File: config.mk
export PLATFORM = sky130hd
export DESIGN_NAME = mba_nch
export DESIGN_NICKNAME = d
export VERILOG_FILES = /design/src/rtl/mba_nch_pkg.sv /design/src/rtl/mba_nch_rr_pick.sv /design/src/rtl/mba_nch.sv
export SDC_FILE = /design/constraint.sdc
export NUM_CORES = 1
export LEC_CHECK = 0
export CORE_AREA = 10 10 81 66
export DETAILED_ROUTE_END_ITERATION = 12
export DIE_AREA = 0 0 91 76
export PLACE_DENSITY = 0.67
export SLEW_MARGIN = 20
export SYNTH_ARGS = -nofsm -noshare
export SYNTH_HDL_FRONTEND = slang
export SYNTH_SLANG_ARGS = --single-unit
File: constraint.sdc
create_clock -name clk_166M66 -period 3.9 [get_ports clk_166M66]
set_clock_uncertainty 0.1 [all_clocks]
set_input_delay 0.78 -clock clk_166M66 [delete_from_list [all_inputs] [get_ports clk_166M66]]
set_output_delay 0.78 -clock clk_166M66 [all_outputs]
set_load 0.1 [all_outputs]
File: src/rtl/mba_nch_pkg.sv
// -----------------------------------------------------------------------------
// mba_pkg
// Shared definitions for the N-channel memory bus arbiter:
//   - state_e : arbiter FSM state encoding (IDLE / GRANT / TURN)
//   - RD, WR  : bus direction constants
//   - clog2() : index width helper, never returns less than 1
// -----------------------------------------------------------------------------
package mba_pkg;

    typedef enum logic [1:0] {
        IDLE  = 2'd0,
        GRANT = 2'd1,
        TURN  = 2'd2
    } state_e;

    localparam logic RD = 1'b0;
    localparam logic WR = 1'b1;

    function automatic int clog2(input int value);
        int result;
        result = 0;
        for (int i = 0; i < 31; i++) begin
            if ((1 << i) < value) result = i + 1;
        end
        return (result < 1) ? 1 : result;
    endfunction

endpackage

File: src/rtl/mba_nch_rr_pick.sv
// -----------------------------------------------------------------------------
// mba_rr_pick
// Combinational rotate-priority picker. Scans req_i starting at ptr_i and
// wrapping; the first set bit wins. Tie ptr_i to 0 for fixed priority.
// Ports:
//   req_i   [N_REQ-1:0] : request vector
//   ptr_i   [IW-1:0]    : first index to consider (must be < N_REQ)
//   grant_o [N_REQ-1:0] : one-hot winner, zero when nothing requested
//   idx_o   [IW-1:0]    : winner index, zero when nothing requested
//   found_o             : at least one request present
// -----------------------------------------------------------------------------
module mba_rr_pick
    import mba_pkg::*;
#(
    parameter  int N_REQ = 4,
    localparam int IW    = clog2(N_REQ)
) (
    input  logic [N_REQ-1:0] req_i,
    input  logic [IW-1:0]    ptr_i,
    output logic [N_REQ-1:0] grant_o,
    output logic [IW-1:0]    idx_o,
    output logic             found_o
);

    logic [IW-1:0] pos;

    always_comb begin
        grant_o = '0;
        idx_o   = '0;
        found_o = 1'b0;
        pos     = '0;
        for (int i = 0; i < N_REQ; i++) begin
            pos = IW'((int'(ptr_i) + i) % N_REQ);
            if (!found_o && req_i[pos]) begin
                found_o      = 1'b1;
                idx_o        = pos;
                grant_o[pos] = 1'b1;
            end
        end
    end

endmodule

File: src/rtl/mba_nch.sv
// -----------------------------------------------------------------------------
// mba_nch
// N-channel memory bus arbiter. Grants the shared data bus to one requester
// at a time (fixed priority or round-robin), registers the bus direction and
// inserts a turnaround gap after every release. An optional hold limit forces
// the owner off the bus when somebody else is waiting.
//
// Handshake: i_req[n] is a level request; requester n keeps it high until it
// sees o_allow[n], and keeps it high for as long as it wants the bus. Nothing
// is latched, so a request dropped before the IDLE sample is simply lost.
//
// Ports:
//   clk_166M66, mcu_sys_rst_n : clock, asynchronous active-low reset
//   i_req  [N_REQ-1:0]        : level requests
//   i_rw   [N_REQ-1:0]        : requested direction (0 read, 1 write)
//   o_allow [N_REQ-1:0]       : one-hot grant
//   o_data_bus_rw             : registered bus direction
//   o_owner                   : current owner index (valid while o_bus_busy)
//   o_bus_busy                : high in GRANT
//   o_turnaround              : high in TURN
//   o_dbg_state               : FSM state, for observation only
// -----------------------------------------------------------------------------
module mba_nch
    import mba_pkg::*;
#(
    parameter  int N_REQ    = 4,
    parameter  int TURN_CYC = 3,
    parameter  int RR_EN    = 1,
    parameter  int MAX_HOLD = 16,
    localparam int OW       = clog2(N_REQ)
) (
    input  logic             clk_166M66,
    input  logic             mcu_sys_rst_n,
    input  logic [N_REQ-1:0] i_req,
    input  logic [N_REQ-1:0] i_rw,
    output logic [N_REQ-1:0] o_allow,
    output logic             o_data_bus_rw,
    output logic [OW-1:0]    o_owner,
    output logic             o_bus_busy,
    output logic             o_turnaround,
    output state_e           o_dbg_state
);

    localparam logic [7:0] HOLD_LAST = 8'((MAX_HOLD == 0) ? 0 : MAX_HOLD - 1);
    localparam logic [3:0] TURN_LAST = 4'((TURN_CYC == 0) ? 0 : TURN_CYC - 1);

    state_e           state_q;
    logic [N_REQ-1:0] allow_q;
    logic             rw_q;
    logic [OW-1:0]    owner_q;
    logic [OW-1:0]    ptr_q;
    logic [3:0]       turn_cnt_q;
    logic [7:0]       hold_cnt_q;
    logic             busy_q;
    logic             turn_q;

    logic [OW-1:0]    pick_ptr;
    logic [N_REQ-1:0] win_onehot;
    logic [OW-1:0]    win_idx;
    logic             win_found;
    logic [OW-1:0]    ptr_next;
    logic             others_req;
    logic             hold_hit;
    logic             release_now;

    assign pick_ptr = (RR_EN != 0) ? ptr_q : '0;

    mba_rr_pick #(.N_REQ(N_REQ)) u_pick (
        .req_i   (i_req),
        .ptr_i   (pick_ptr),
        .grant_o (win_onehot),
        .idx_o   (win_idx),
        .found_o (win_found)
    );

    assign ptr_next = (win_idx == OW'(N_REQ - 1)) ? '0 : win_idx + 1'b1;

    // allow_q is one-hot on the owner while in GRANT, so masking with it
    // leaves only the competing requests.
    assign others_req  = |(i_req & ~allow_q);
    assign hold_hit    = (MAX_HOLD != 0) && (hold_cnt_q == HOLD_LAST) && others_req;
    // Owner drop, direction change and hold expiry all collapse into one release.
    assign release_now = !i_req[owner_q] || (i_rw[owner_q] != rw_q) || hold_hit;

    always_ff @(posedge clk_166M66 or negedge mcu_sys_rst_n) begin
        if (!mcu_sys_rst_n) begin
            state_q    <= IDLE;
            allow_q    <= '0;
            rw_q       <= RD;
            owner_q    <= '0;
            ptr_q      <= '0;
            turn_cnt_q <= '0;
            hold_cnt_q <= '0;
            busy_q     <= 1'b0;
            turn_q     <= 1'b0;
        end else begin
            case (state_q)
                IDLE: begin
                    if (win_found) begin
                        state_q    <= GRANT;
                        allow_q    <= win_onehot;
                        owner_q    <= win_idx;
                        rw_q       <= i_rw[win_idx];
                        hold_cnt_q <= '0;
                        busy_q     <= 1'b1;
                        if (RR_EN != 0) ptr_q <= ptr_next;
                    end
                end
                GRANT: begin
                    if (release_now) begin
                        allow_q    <= '0;
                        busy_q     <= 1'b0;
                        turn_cnt_q <= '0;
                        if (TURN_CYC != 0) begin
                            state_q <= TURN;
                            turn_q  <= 1'b1;
                        end else begin
                            state_q <= IDLE;
                        end
                    end else if ((MAX_HOLD != 0) && (hold_cnt_q != HOLD_LAST)) begin
                        hold_cnt_q <= hold_cnt_q + 8'd1;
                    end
                end
                TURN: begin
                    if (turn_cnt_q == TURN_LAST) begin
                        state_q <= IDLE;
                        turn_q  <= 1'b0;
                    end else begin
                        turn_cnt_q <= turn_cnt_q + 4'd1;
                    end
                end
                default: begin
                    state_q <= IDLE;
                    allow_q <= '0;
                    busy_q  <= 1'b0;
                    turn_q  <= 1'b0;
                end
            endcase
        end
    end

    assign o_allow       = allow_q;
    assign o_data_bus_rw = rw_q;
    assign o_owner       = owner_q;
    assign o_bus_busy    = busy_q;
    assign o_turnaround  = turn_q;
    assign o_dbg_state   = state_q;

endmodule

==> results.sh <==
export IMPL_required_ns=3.97
export IMPL_p_leak_uw=0.000855
export IMPL_dpl_cell_area_sq_um=2060
export IMPL_period_share=0.789
export IMPL_vias=1552
export IMPL_cp_max_fo=12
export IMPL_drc=0
export IMPL_final_common_cell="dfrtp_1"
export IMPL_vias_per_cell=6.09
export IMPL_rsz0062_at_grt="false"
export IMPL_diodes=0
export IMPL_holdBufCountCts=0
export IMPL_syn_inst=185
export IMPL_cts_buffer_depth=2
export IMPL_synth_seq_cells=25
export IMPL_wl_met3_um=322
export IMPL_postRouteWirelength_um=4220
export IMPL_min_period_ns=3.08
export IMPL_crit_slowest_cell="clkdlybuf4s50_1"
export IMPL_synth_cell_types=48
export IMPL_critPathKind="in -> reg"
export IMPL_gp_congestion=0.889
export IMPL_insertion_delay_ns=0.27
export IMPL_synth_area_sq_um=1810
export IMPL_path_clk_slew_ns=0.08
export IMPL_finalNetCount=221
export IMPL_dieArea_sq_um=6920
export IMPL_synth_edf_count=0
export IMPL_start_util=0.470
export IMPL_antenna_found_initial=0
export IMPL_port_buffers=20
export IMPL_grt_pass1_wl_um=7120
export IMPL_crit_path_start="i_req[1]"
export IMPL_area_growth_pct=15.6
export IMPL_critPathTopFamily="compound AO/OA/AOI/OAI gates"
export IMPL_max_freq_ghz=0.325
export IMPL_hold_path_class="in -> async"
export IMPL_cts_inserted_buffers=3
export IMPL_powerDensity_nw_per_um2=871
export IMPL_finalSetupTns_ns=0
export IMPL_rows=20
export IMPL_yosysSeqAreaShare=0.345
export IMPL_top_layer_used="met4"
export IMPL_dp_hpwl_um=3150
export IMPL_synthArstFlopShare=1.00
export IMPL_relSlewSlack=0.347
export IMPL_outcome="finished, final reports clean"
export IMPL_ir_drop_uv=593
export IMPL_setup_viol=0
export IMPL_fin_ws_ns=0.824
export IMPL_drv_cap=0
export IMPL_cts_resized=0
export IMPL_path_buf_inv=1
export IMPL_hold_violations=0
export IMPL_drive_gt1_frac=0.100
export IMPL_slowest_delay_ns=0.72
export IMPL_cts_tree="built"
export IMPL_worst_pin_slew_ns=0.977
export IMPL_wl_met2_um=1930
export IMPL_place_ws_ns=0.560
export IMPL_track_usage=0.121
export IMPL_path_cells="clkdlybuf4s50_1, or3b_1, a2111oi_4, a211oi_2, or3_4, o311ai_1"
export IMPL_design_area_sq_um=2100
export IMPL_drtIter0Drc=215
export IMPL_r2r_start="pick_ptr[1]"
export IMPL_end_kind="register"
export IMPL_grt_pass1_vias=1442
export IMPL_dominantRegCellSynth="dfrtp_1"
export IMPL_cts_setup_buffers=0
export IMPL_dr_pass1_iters=4
export IMPL_clockRootBuffer="clkbuf_8"
export IMPL_finalMaxSlewViolations=0
export IMPL_syn_avg_cell_area_sq_um=9.80
export IMPL_ios=21
export IMPL_numClockSinks=25
export IMPL_cts_max_level=1
export IMPL_synth_nets=205
export IMPL_die_x_um=91
export IMPL_start_kind="primary input"
export IMPL_overflow=0
export IMPL_die_y_um=76
export IMPL_mostFrequentLayoutCells="25 x dfrtp_1, 19 x clkdlybuf4s50_1, 14 x nand2_1"
export IMPL_critPathArrivalTime_ns=3.15
export IMPL_grt_max_degree=26
export IMPL_wl_met1_um=1930
export IMPL_ys_warn_count=0
export IMPL_postRouteAntennaNets=0
export IMPL_coreArea_sq_um=3850
export IMPL_routedWlPerCell_um=16.6
-- through the flow --
stage               std cells  power, uW  hold WS (ns)  utilization
floorplan                 185       1390         0.384            -
global placement          251       1640         0.365        0.533
detailed placement        251       1670         0.373        0.533
CTS                       255       1830         0.392        0.545
global route              255       1950         0.418        0.544
finish                    255       1820         0.391        0.544
-- cell type report --
cell class | count | area [sq um]
clock buffers | 4 | 45.0
fillers | 357 | 1760
inverters | 10 | 37.5
multi-input cells | 138 | 1100
flip-flops and latches | 25 | 626
well taps | 55 | 68.8
repair buffers | 23 | 218
-- worst reg2reg max path, delay by kind of cell (launching register included) --
family / cells / cell delay [ns]
and+or+nand+nor: 2 / 0.58
adders and majority gates: 1 / 0.47
muxes: 1 / 0.62
AOI/OAI and AO/OA: 2 / 0.38
buffers and inverters: 1 / 0.14
DFF: 1 / 0.59
-- power by group --
group,internal [uW],switching [uW]
logic,418,814
registers,336,106
clock network,73.1,78.6
total,826,999
-- path summary, 6_finish.rpt --
| path | depth (start not counted) | slack [ns] | end |
|---|---|---|---|
| hold / removal | 1 | 0.39 | o_allow[2] |
| max in group asynchronous | 1 | 2.94 | o_data_bus_rw |
| setup / recovery | 6 | 0.82 | pick_ptr[1] |
| min in group clk_166M66 | 1 | 0.39 | o_bus_busy |
| hold reg to reg | 1 | 0.39 | o_bus_busy |
| setup reg to reg | 7 | 0.89 | pick_ptr[1] |
-- cells in the mapped netlist, drive strengths merged, types with 3 or more instances --
library cell  instances  share of area
a2111oi               3          0.036
mux2i                 8          0.044
buf                   3         0.0083
o21ai                12          0.033
or4                   3          0.012
mux4                  4          0.050
nand2                14          0.029
nor2b                 5          0.017
inv                  10          0.021
o211ai                7          0.029
a22oi                 4          0.017
a22o                  5          0.024
xnor2                 3          0.019
o31ai                 7          0.032
nand3                 8          0.025
nor2                 10          0.021
clkbuf                9          0.019
ha                   10          0.069
a21oi                 4          0.011
dfrtp                25           0.35
-- cells by family (layout without fill, tap and decap cells) --
group / count (synthesis) / count (layout) / synth area share
compound gates: 57 / 57 / 0.255
simple gates: 53 / 53 / 0.155
mux: 13 / 13 / 0.100
xor+xnor: 5 / 5 / 0.0283
fa+ha+maj: 10 / 10 / 0.0690
buf+inv: 22 / 37 / 0.0476
flops: 25 / 25 / 0.345
-- registers in the layout (all words and copies together) (netlist names) --
| name | flops |
|---|---|
| hold_cnt_q | 8 |
| o_allow | 4 |
| o_bus_busy | 1 |
| o_data_bus_rw | 1 |
| o_dbg_state | 2 |
| o_owner | 2 |
| o_turnaround | 1 |
| pick_ptr | 2 |
| turn_cnt_q | 4 |
-- layer usage --
layer,up-vias,GRT usage
met3,7,0.0404
met2,61,0.188
met1,757,0.160
met5,-,0
met4,0,0.0188
li1,727,-
Power figures use the tool's default switching activity.
